## src/rtl/retire_trace_buffer.sv

```systemverilog
// Retire trace buffer: queues one record per retired instruction in a
// first-word-fall-through FIFO and drains it over a valid/ready stream.
// Also keeps cycle/retire/drop counters and signals completion after halt.
module retire_trace_buffer #(
    parameter int DEPTH = 16,
    parameter int CNT_W = 32,
    localparam int AW = $clog2(DEPTH),
    localparam int LW = AW + 1
) (
    input  logic             i_clk,
    input  logic             i_rst_n,
    input  logic             i_retire_valid,
    input  logic             i_retire_trap,
    input  logic             i_retire_halt,
    input  logic [31:0]      i_retire_inst,
    input  logic [31:0]      i_retire_pc,
    input  logic [4:0]       i_retire_rd_waddr,
    input  logic [31:0]      i_retire_rd_wdata,
    output logic             o_rec_valid,
    input  logic             i_rec_ready,
    output logic [31:0]      o_rec_pc,
    output logic [31:0]      o_rec_inst,
    output logic [4:0]       o_rec_rd_waddr,
    output logic [31:0]      o_rec_rd_wdata,
    output logic             o_rec_trap,
    output logic             o_rec_halt,
    output logic [LW-1:0]    o_level,
    output logic             o_overflow,
    output logic [CNT_W-1:0] o_drop_count,
    output logic [CNT_W-1:0] o_retire_count,
    output logic [CNT_W-1:0] o_cycle_count,
    output logic             o_done
);

    typedef struct packed {
        logic [31:0] pc;
        logic [31:0] inst;
        logic [4:0]  rd;
        logic [31:0] wdata;
        logic        trap;
        logic        halt;
    } rec_t;

    typedef enum logic [1:0] {S_RUN, S_HALTED, S_DONE} state_t;

    state_t        state, next_state;
    rec_t          mem [DEPTH];
    rec_t          new_rec, head;
    logic [AW-1:0] wr_ptr, rd_ptr;
    logic          full, empty, pop, take, push, drop;
    logic          in_run, done_next;

    assign full  = (o_level == LW'(DEPTH));
    assign empty = (o_level == '0);
    assign pop   = o_rec_valid & i_rec_ready;
    // A retire is only considered while running; after halt it is ignored.
    assign take  = in_run & i_retire_valid;
    // A full FIFO still accepts a push when the head leaves in the same cycle.
    assign push  = take & (~full | pop);
    assign drop  = take & full & ~pop;

    // Record as stored; rd data is meaningless without a destination, so zero it.
    always_comb begin
        new_rec       = '0;
        new_rec.pc    = i_retire_pc;
        new_rec.inst  = i_retire_inst;
        new_rec.rd    = i_retire_rd_waddr;
        new_rec.wdata = (i_retire_rd_waddr == 5'd0) ? 32'd0 : i_retire_rd_wdata;
        new_rec.trap  = i_retire_trap;
        new_rec.halt  = i_retire_halt;
    end

    // FSM state register plus the registered completion flag.
    always_ff @(posedge i_clk or negedge i_rst_n) begin
        if (!i_rst_n) begin
            state  <= S_RUN;
            o_done <= 1'b0;
        end else begin
            state  <= next_state;
            o_done <= done_next;
        end
    end

    // FSM next state: a pushed or dropped halt record ends the run.
    always_comb begin
        next_state = state;
        case (state)
            S_RUN:    if (take && i_retire_halt) next_state = S_HALTED;
            S_HALTED: if (empty) next_state = S_DONE;
            default:  next_state = state;
        endcase
    end

    // FSM outputs: run qualifier and the value o_done takes on the next edge.
    always_comb begin
        in_run    = (state == S_RUN);
        done_next = (next_state == S_DONE);
    end

    // Storage write; contents need no reset since validity comes from o_level.
    always_ff @(posedge i_clk) begin
        if (push) mem[wr_ptr] <= new_rec;
    end

    // Pointers and occupancy; full/empty are derived from the level.
    always_ff @(posedge i_clk or negedge i_rst_n) begin
        if (!i_rst_n) begin
            wr_ptr  <= '0;
            rd_ptr  <= '0;
            o_level <= '0;
        end else begin
            if (push) wr_ptr <= wr_ptr + AW'(1);
            if (pop)  rd_ptr <= rd_ptr + AW'(1);
            if (push && !pop)      o_level <= o_level + LW'(1);
            else if (pop && !push) o_level <= o_level - LW'(1);
        end
    end

    // Statistics counters; all wrap, overflow flag is sticky.
    always_ff @(posedge i_clk or negedge i_rst_n) begin
        if (!i_rst_n) begin
            o_cycle_count  <= '0;
            o_retire_count <= '0;
            o_drop_count   <= '0;
            o_overflow     <= 1'b0;
        end else begin
            if (in_run) o_cycle_count  <= o_cycle_count + CNT_W'(1);
            if (push)   o_retire_count <= o_retire_count + CNT_W'(1);
            if (drop) begin
                o_drop_count <= o_drop_count + CNT_W'(1);
                o_overflow   <= 1'b1;
            end
        end
    end

    // Head record shown straight from storage; zeroed while empty so a
    // reset never exposes stale contents.
    always_comb begin
        o_rec_valid    = ~empty;
        head           = empty ? '0 : mem[rd_ptr];
        o_rec_pc       = head.pc;
        o_rec_inst     = head.inst;
        o_rec_rd_waddr = head.rd;
        o_rec_rd_wdata = head.wdata;
        o_rec_trap     = head.trap;
        o_rec_halt     = head.halt;
    end

endmodule

```

## config.mk

```make
export PLATFORM = sky130hd
export DESIGN_NAME = retire_trace_buffer
export DESIGN_NICKNAME = d
export VERILOG_FILES = /design/src/rtl/retire_trace_buffer.sv
export SDC_FILE = /design/constraint.sdc
export NUM_CORES = 2
export LEC_CHECK = 0
export ABC_CLOCK_PERIOD_IN_PS = 11610
export CAP_MARGIN = 40
export CORE_UTILIZATION = 45
export CTS_CLUSTER_SIZE = 8
export DETAILED_ROUTE_END_ITERATION = 8
export REMOVE_ABC_BUFFERS = 1
export SYNTH_ARGS = -nofsm -noshare
export SYNTH_HDL_FRONTEND = slang
export SYNTH_SLANG_ARGS = --single-unit
```

## constraint.sdc

```tcl
create_clock -name i_clk -period 11.61 [get_ports i_clk]
set_input_delay 1.7415 -clock i_clk [delete_from_list [all_inputs] [get_ports i_clk]]
set_output_delay 1.7415 -clock i_clk [all_outputs]
set_load 0.005 [all_outputs]
```

== Word-level counts from Yosys, hierarchy flattened ==
Memory sizes are Yosys's and may differ from the RTL's.
Cells that the tools add are included.

* Flip-flop bits (word level): 113
* Memory bits (writable): 1648
* Bits of input ports: 107
* Output and inout port bits: 207
* Logic and storage cells: 47
* Memories kept: 1

* Add/subtract/negate cells: 7
* Equality and inequality tests: 3
* Mux-type cells: 9
* Bitwise gates (word level): 9
* Reduce and logical (&&, ||, !) cells: 9

{| class="wikitable"
|+ Memories
! memory !! words !! width !! rd ports !! clocked after Yosys merged registers in !! write ports !! RTL line !! RTL
|-
| mem || 16 || 103 || 1 || 0 || 1 || 47 || <nowiki>rec_t mem [DEPTH];</nowiki>
|}

{| class="wikitable"
|+ Operator list
! kind !! number
|-
| 2-to-1 mux 103 bit || 1
|-
| adder 32 x 1 -> 32 bit (second input constant) || 3
|-
| 2-to-1 mux 32 bit || 1
|-
| zero test 5 bit || 2
|-
| 2-to-1 mux 5 bit || 2
|-
| adder 4 x 1 -> 4 bit (second input constant) || 2
|-
| adder 5 x 1 -> 5 bit (second input constant) || 1
|-
| bitwise AND 1 bit || 5
|-
| equality test 5 bit (second input constant) || 1
|-
| subtractor 5 x 1 -> 5 bit (second input constant) || 1
|-
| 2-to-1 mux 2 bit || 2
|-
| case mux 2 bit (2 select lines) || 1
|-
| logical AND 1 bit || 3
|-
| NOT 1 bit || 3
|-
| equality test 2 x 1 -> 1 bit (second input constant) || 1
|-
| equality test 2 bit (second input constant) || 1
|-
| zero test 1 bit || 2
|-
| zero test 2 bit || 1
|-
| 2-to-1 mux 1 bit || 2
|-
| nonzero test 2 bit || 1
|-
| OR 1 bit || 1
|}

== Longest topological paths before layout ==
* Depth after elaboration: 9
* Mapped depth: 13
* Depth with buffers taken out: 13

== Worst setup path before layout ==
OpenSTA, ideal clock, no wires.

* Kind: in2reg
* From: input i_retire_valid
* To: memory mem[0][0] in the netlist's numbering (enable)
* Library setup time: 691 ps
* Data arrival time: 9803 ps
* Required time: 10919 ps
* Setup slack: 1116 ps
* Cell stages on the path: 5
* Buffers on the path: 1
* Cell sequence: or3b_4 a21oi_1 buf_2 nand2_1 nor3_1

* Longest elaborated chain between the ends: 4

{| class="wikitable"
|+ RTL lines
! item !! RTL line !! RTL
|-
| start: declaration || 12 || <nowiki>input logic i_retire_valid,</nowiki>
|-
| bitwise AND 1 bit || 57 || <nowiki>assign take = in_run & i_retire_valid;</nowiki>
|-
| bitwise AND 1 bit || 59 || <nowiki>assign push = take & (~full | pop);</nowiki>
|-
| via push || 50 || <nowiki>logic full, empty, pop, take, push, drop;</nowiki>
|-
| 2-to-1 mux 1 bit || 102 || <nowiki>if (push) mem[wr_ptr] <= new_rec;</nowiki>
|-
| 2-to-1 mux 1 bit (not written as such) || 102 ||
|-
| end: declaration || 47 ||
|}

The timed path passes the listed nets, and every way through them passes these cells.

== Final worst setup path ==
* From: register rd_ptr[1]
* To: output o_rec_inst[25]

* Longest elaborated chain between the ends: 2

{| class="wikitable"
|+ RTL lines
! item !! RTL line !! RTL
|-
| start: declaration || 49 || <nowiki>logic [AW-1:0] wr_ptr, rd_ptr;</nowiki>
|-
| start signal: assignment || 113 || <nowiki>if (pop) rd_ptr <= rd_ptr + AW'(1);</nowiki>
|-
| memory read (16 x 103 bit) || -- ||
|-
| 2-to-1 mux 103 bit || 140 || <nowiki>head = empty ? '0 : mem[rd_ptr];</nowiki>
|-
| end: declaration || 22 || <nowiki>output logic [31:0] o_rec_inst,</nowiki>
|}

Every way passes these cells.

==> results.sh <==
export IMPL_die_area_um2=153000
export IMPL_worstPathMaxFanout=112
export IMPL_die_h_um=391
export IMPL_cts_tree="done"
export IMPL_yosysSeqAreaShare_pct=76.8
export IMPL_reg2reg_setup_slack_ns=8.17
export IMPL_seqPwrFrac_pct=39.2
export IMPL_rsz0062_at_grt="false"
export IMPL_synth_seq_cells=1761
export IMPL_drv_slew=0
export IMPL_layout_drive_gt1_share_pct=27.3
export IMPL_synth_cells=3033
export IMPL_grt_use_total_pct=21.1
export IMPL_core_um2=150000
export IMPL_grt_pass1_vias=34700
export IMPL_nets=3613
export IMPL_max_freq_ghz=0.147
export IMPL_synth_area_leaders="edfxtp_1 73%, mux4_2 14%, dfrtp_1 4.2%"
export IMPL_fin_crit_ns=6.81
export IMPL_min_path_type="flip-flop to flip-flop"
export IMPL_finalSetupViolCount=0
export IMPL_seqCellArea_um2=52300
export IMPL_via_per_inst=5.78
export IMPL_grt_pass1_wl_um=232000
export IMPL_grt_overflow_total=0
export IMPL_crit_required_ns=9.87
export IMPL_cts_repair_resized=0
export IMPL_cts_max_path_buffers=3
export IMPL_drt_total_wl_um=159000
export IMPL_cts_root_buf="clkbuf_16"
export IMPL_outcome="complete, no violations"
export IMPL_end_kind="output port"
export IMPL_crit_start="rd_ptr[1]"
export IMPL_drt_initial_drc_count=2670
export IMPL_endpoint="o_rec_inst[25]"
export IMPL_drcViolationCount=0
export IMPL_skew_ns=0.0564
export IMPL_reg2reg_depth=6
export IMPL_synth_area_um2=68100
export IMPL_io_pins=314
export IMPL_p_int_mw=13.5
export IMPL_drv_cap=0
export IMPL_start_util_pct=45.4
export IMPL_async_reset_ff_share_pct=6.42
export IMPL_total_leakage_power_nw=25.8
export IMPL_ctsHoldBuffers=0
export IMPL_p_total_mw=18.4
export IMPL_vias=32200
export IMPL_fin_area_um2=80600
export IMPL_synthDominantCellAreaShare_pct=72.7
export IMPL_synth_distinct_cells=45
export IMPL_yosys_warnings=0
export IMPL_numClockSinks=1761
export IMPL_synth_top_area_cell="edfxtp_1"
export IMPL_hold_viol=0
export IMPL_critPathKind="flip-flop to output port"
export IMPL_ant_nets=0
export IMPL_die_x_um=391
export IMPL_comb_power_share_pct=27.5
export IMPL_cts_setup_buffers=0
export IMPL_gp_congestion=0.813
export IMPL_p_sw_share_pct=26.8
export IMPL_rr_endpoint="mem[5][83]"
export IMPL_path_clk_slew_ns=0.05
export IMPL_placed_cell_area_um2=74100
export IMPL_start_kind="flip-flop"
export IMPL_synth_edf_count=1648
export IMPL_pwr_share_clk_pct=33.3
export IMPL_grt_start_max_net_pins=160
export IMPL_area_growth_pct=18.4
export IMPL_ys_flop_type="edfxtp_1"
export IMPL_antenna_found_initial=18
export IMPL_clock_latency_ns=0.87
export IMPL_fillCellCount=11300
export IMPL_numCtsBuffers=238
export IMPL_drtPass1Iterations=7
export IMPL_tightest_slew_ns=1.10
export IMPL_port_buffers=313
export IMPL_syn_avg_cell_area_um2=22.5
export IMPL_timing_final_crit_share_pct=58.7
export IMPL_routedWlPerCell_um=28.6
export IMPL_std_cell_rows=142
export IMPL_power_switching_mw=4.94
export IMPL_ir_worst_vdd_uv=257
export IMPL_arrival_ns=5.07
export IMPL_multi_input_area_um2=15200
export IMPL_utilization_pct=53.8
export IMPL_r2r_start="state[0]"
export IMPL_powerDensity_nw_per_um2=229
export IMPL_htreeDepth=4
export IMPL_hpwl_um=75100
export IMPL_relSlewSlack_pct=26.6
[cells by family (layout without fill, tap and decap cells)]
| logic type | Yosys count | in the layout | synth area share, % |
|---|---|---|---|
| simple gates | 259 | 259 | 2.10 |
| mux | 621 | 621 | 17.1 |
| flops | 1761 | 1761 | 76.8 |
| xor+xnor | 104 | 104 | 1.34 |
| fa+ha+maj | 13 | 13 | 0.250 |
| compound gates | 114 | 114 | 1.42 |
| other cells | 0 | 6 | 0 |
| buf+inv | 161 | 675 | 0.988 |
[layout by cell type (no fill, tap or decap), drive strengths merged]
cell / synthesis / layout
a21o: 3 / 3
a21oi: 3 / 3
a22o: 103 / 103
and2: 4 / 4
and2b: 1 / 1
and3: 13 / 13
and4: 9 / 9
buf: 72 / 55
clkbuf: 75 / 279
clkdlybuf4s50: 0 / 312
clkinv: 0 / 9
dfrtp: 113 / 113
diode: 0 / 6
edfxtp: 1648 / 1648
fa: 1 / 1
ha: 12 / 12
inv: 14 / 20
mux2: 209 / 209
mux4: 412 / 412
nand2: 55 / 55
nand2b: 4 / 4
nand3: 32 / 32
nand4: 29 / 29
nand4b: 1 / 1
nor2: 39 / 39
nor2b: 35 / 35
nor3: 20 / 20
nor3b: 3 / 3
nor4: 5 / 5
o21ai: 4 / 4
o31ai: 1 / 1
or2: 3 / 3
or3: 3 / 3
or3b: 1 / 1
or4: 2 / 2
xnor2: 73 / 73
xor2: 31 / 31
[cell usage after synthesis (4+ instances only)]
| cell | n |
|---|---|
| a22o_1 | 103 |
| and3_1 | 13 |
| and4_1 | 9 |
| buf_1 | 17 |
| buf_2 | 55 |
| clkbuf_1 | 75 |
| dfrtp_1 | 113 |
| edfxtp_1 | 1648 |
| ha_1 | 12 |
| inv_1 | 13 |
| mux2_2 | 209 |
| mux4_2 | 412 |
| nand2_1 | 55 |
| nand2b_1 | 4 |
| nand3_1 | 32 |
| nand4_1 | 26 |
| nor2_1 | 39 |
| nor2b_1 | 35 |
| nor3_1 | 18 |
| o21ai_0 | 4 |
| xnor2_1 | 73 |
| xor2_1 | 31 |
[power by group through the flow]
| stage | clock (mW) | sequential, mW | combinational (mW) |
|---|---|---|---|
| 6_report | 6.14 | 7.23 | 5.06 |
| 5_1_grt | 6.51 | 7.24 | 5.39 |
| 4_1_cts | 6.27 | 7.23 | 5.16 |
| 3_5_place_dp | 0 | 7.35 | 5.13 |
| 3_3_place_gp | 0 | 7.34 | 5.05 |
| 2_1_floorplan | 0 | 7.77 | 4.20 |
[worst max-delay path, stage by stage, from the launching register on]
cell and delay, ns:
dfrtp_4 0.93, buf_12 0.75, buf_4 0.76, mux4_2 0.59, mux2_2 0.27, a22o_1 0.25, clkdlybuf4s50_1 0.45
[per-layer routing]
layer | vias to the layer above | global-route usage (%) | part of all wire, %
met2 | 1031 | 34.6 | 49
li1 | 13500 | - | -
met1 | 17400 | 28.2 | 42
met5 | - | 0 | 0.065
met4 | 16 | 5.87 | 2.0
met3 | 257 | 5.13 | 7.2
[registers in the layout, indices dropped and copies added (netlist names)]
signal,count
wr_ptr,4
o_overflow,1
o_retire_count,32
o_cycle_count,32
o_level,5
o_done,1
rd_ptr,4
state,2
o_drop_count,32
mem,1648
[metrics by stage]
stage	setup WS [ns]	std cells	hold WS (ns)	TNS [ns]
final	4.80	5569	0.468	0
after CTS	4.59	5557	0.476	0
after global routing	4.36	5567	0.493	0
after floorplan	-6.97	2886	0.459	-732.52
after detailed placement	5.52	5263	0.454	0
after global placement	5.58	5252	0.454	0
[cell type report]
class	instances	share of cell area (%)
flip-flops and latches	1761	64.9
multi-input cells	1111	18.9
clock buffers	279	7.63
repair buffers	367	4.94
well taps	2016	3.13
clock inverters	15	0.417
inverters	14	0.0652
diodes	6	0.0186
[how the worst min path moves through the flow]
| stage | from | endpoint | slack (ns) | cells after the start |
|---|---|---|---|---|
| after floorplan | o_overflow | o_overflow | 0.46 | 1 |
| after global routing | o_drop_count[31] | o_drop_count[31] | 0.49 | 1 |
| after CTS | o_overflow | o_overflow | 0.48 | 1 |
| after global placement | o_overflow | o_overflow | 0.45 | 1 |
| final | o_overflow | o_overflow | 0.47 | 1 |
| after detailed placement | o_overflow | o_overflow | 0.45 | 1 |
Note: power is estimated with default switching activity, not from simulation.
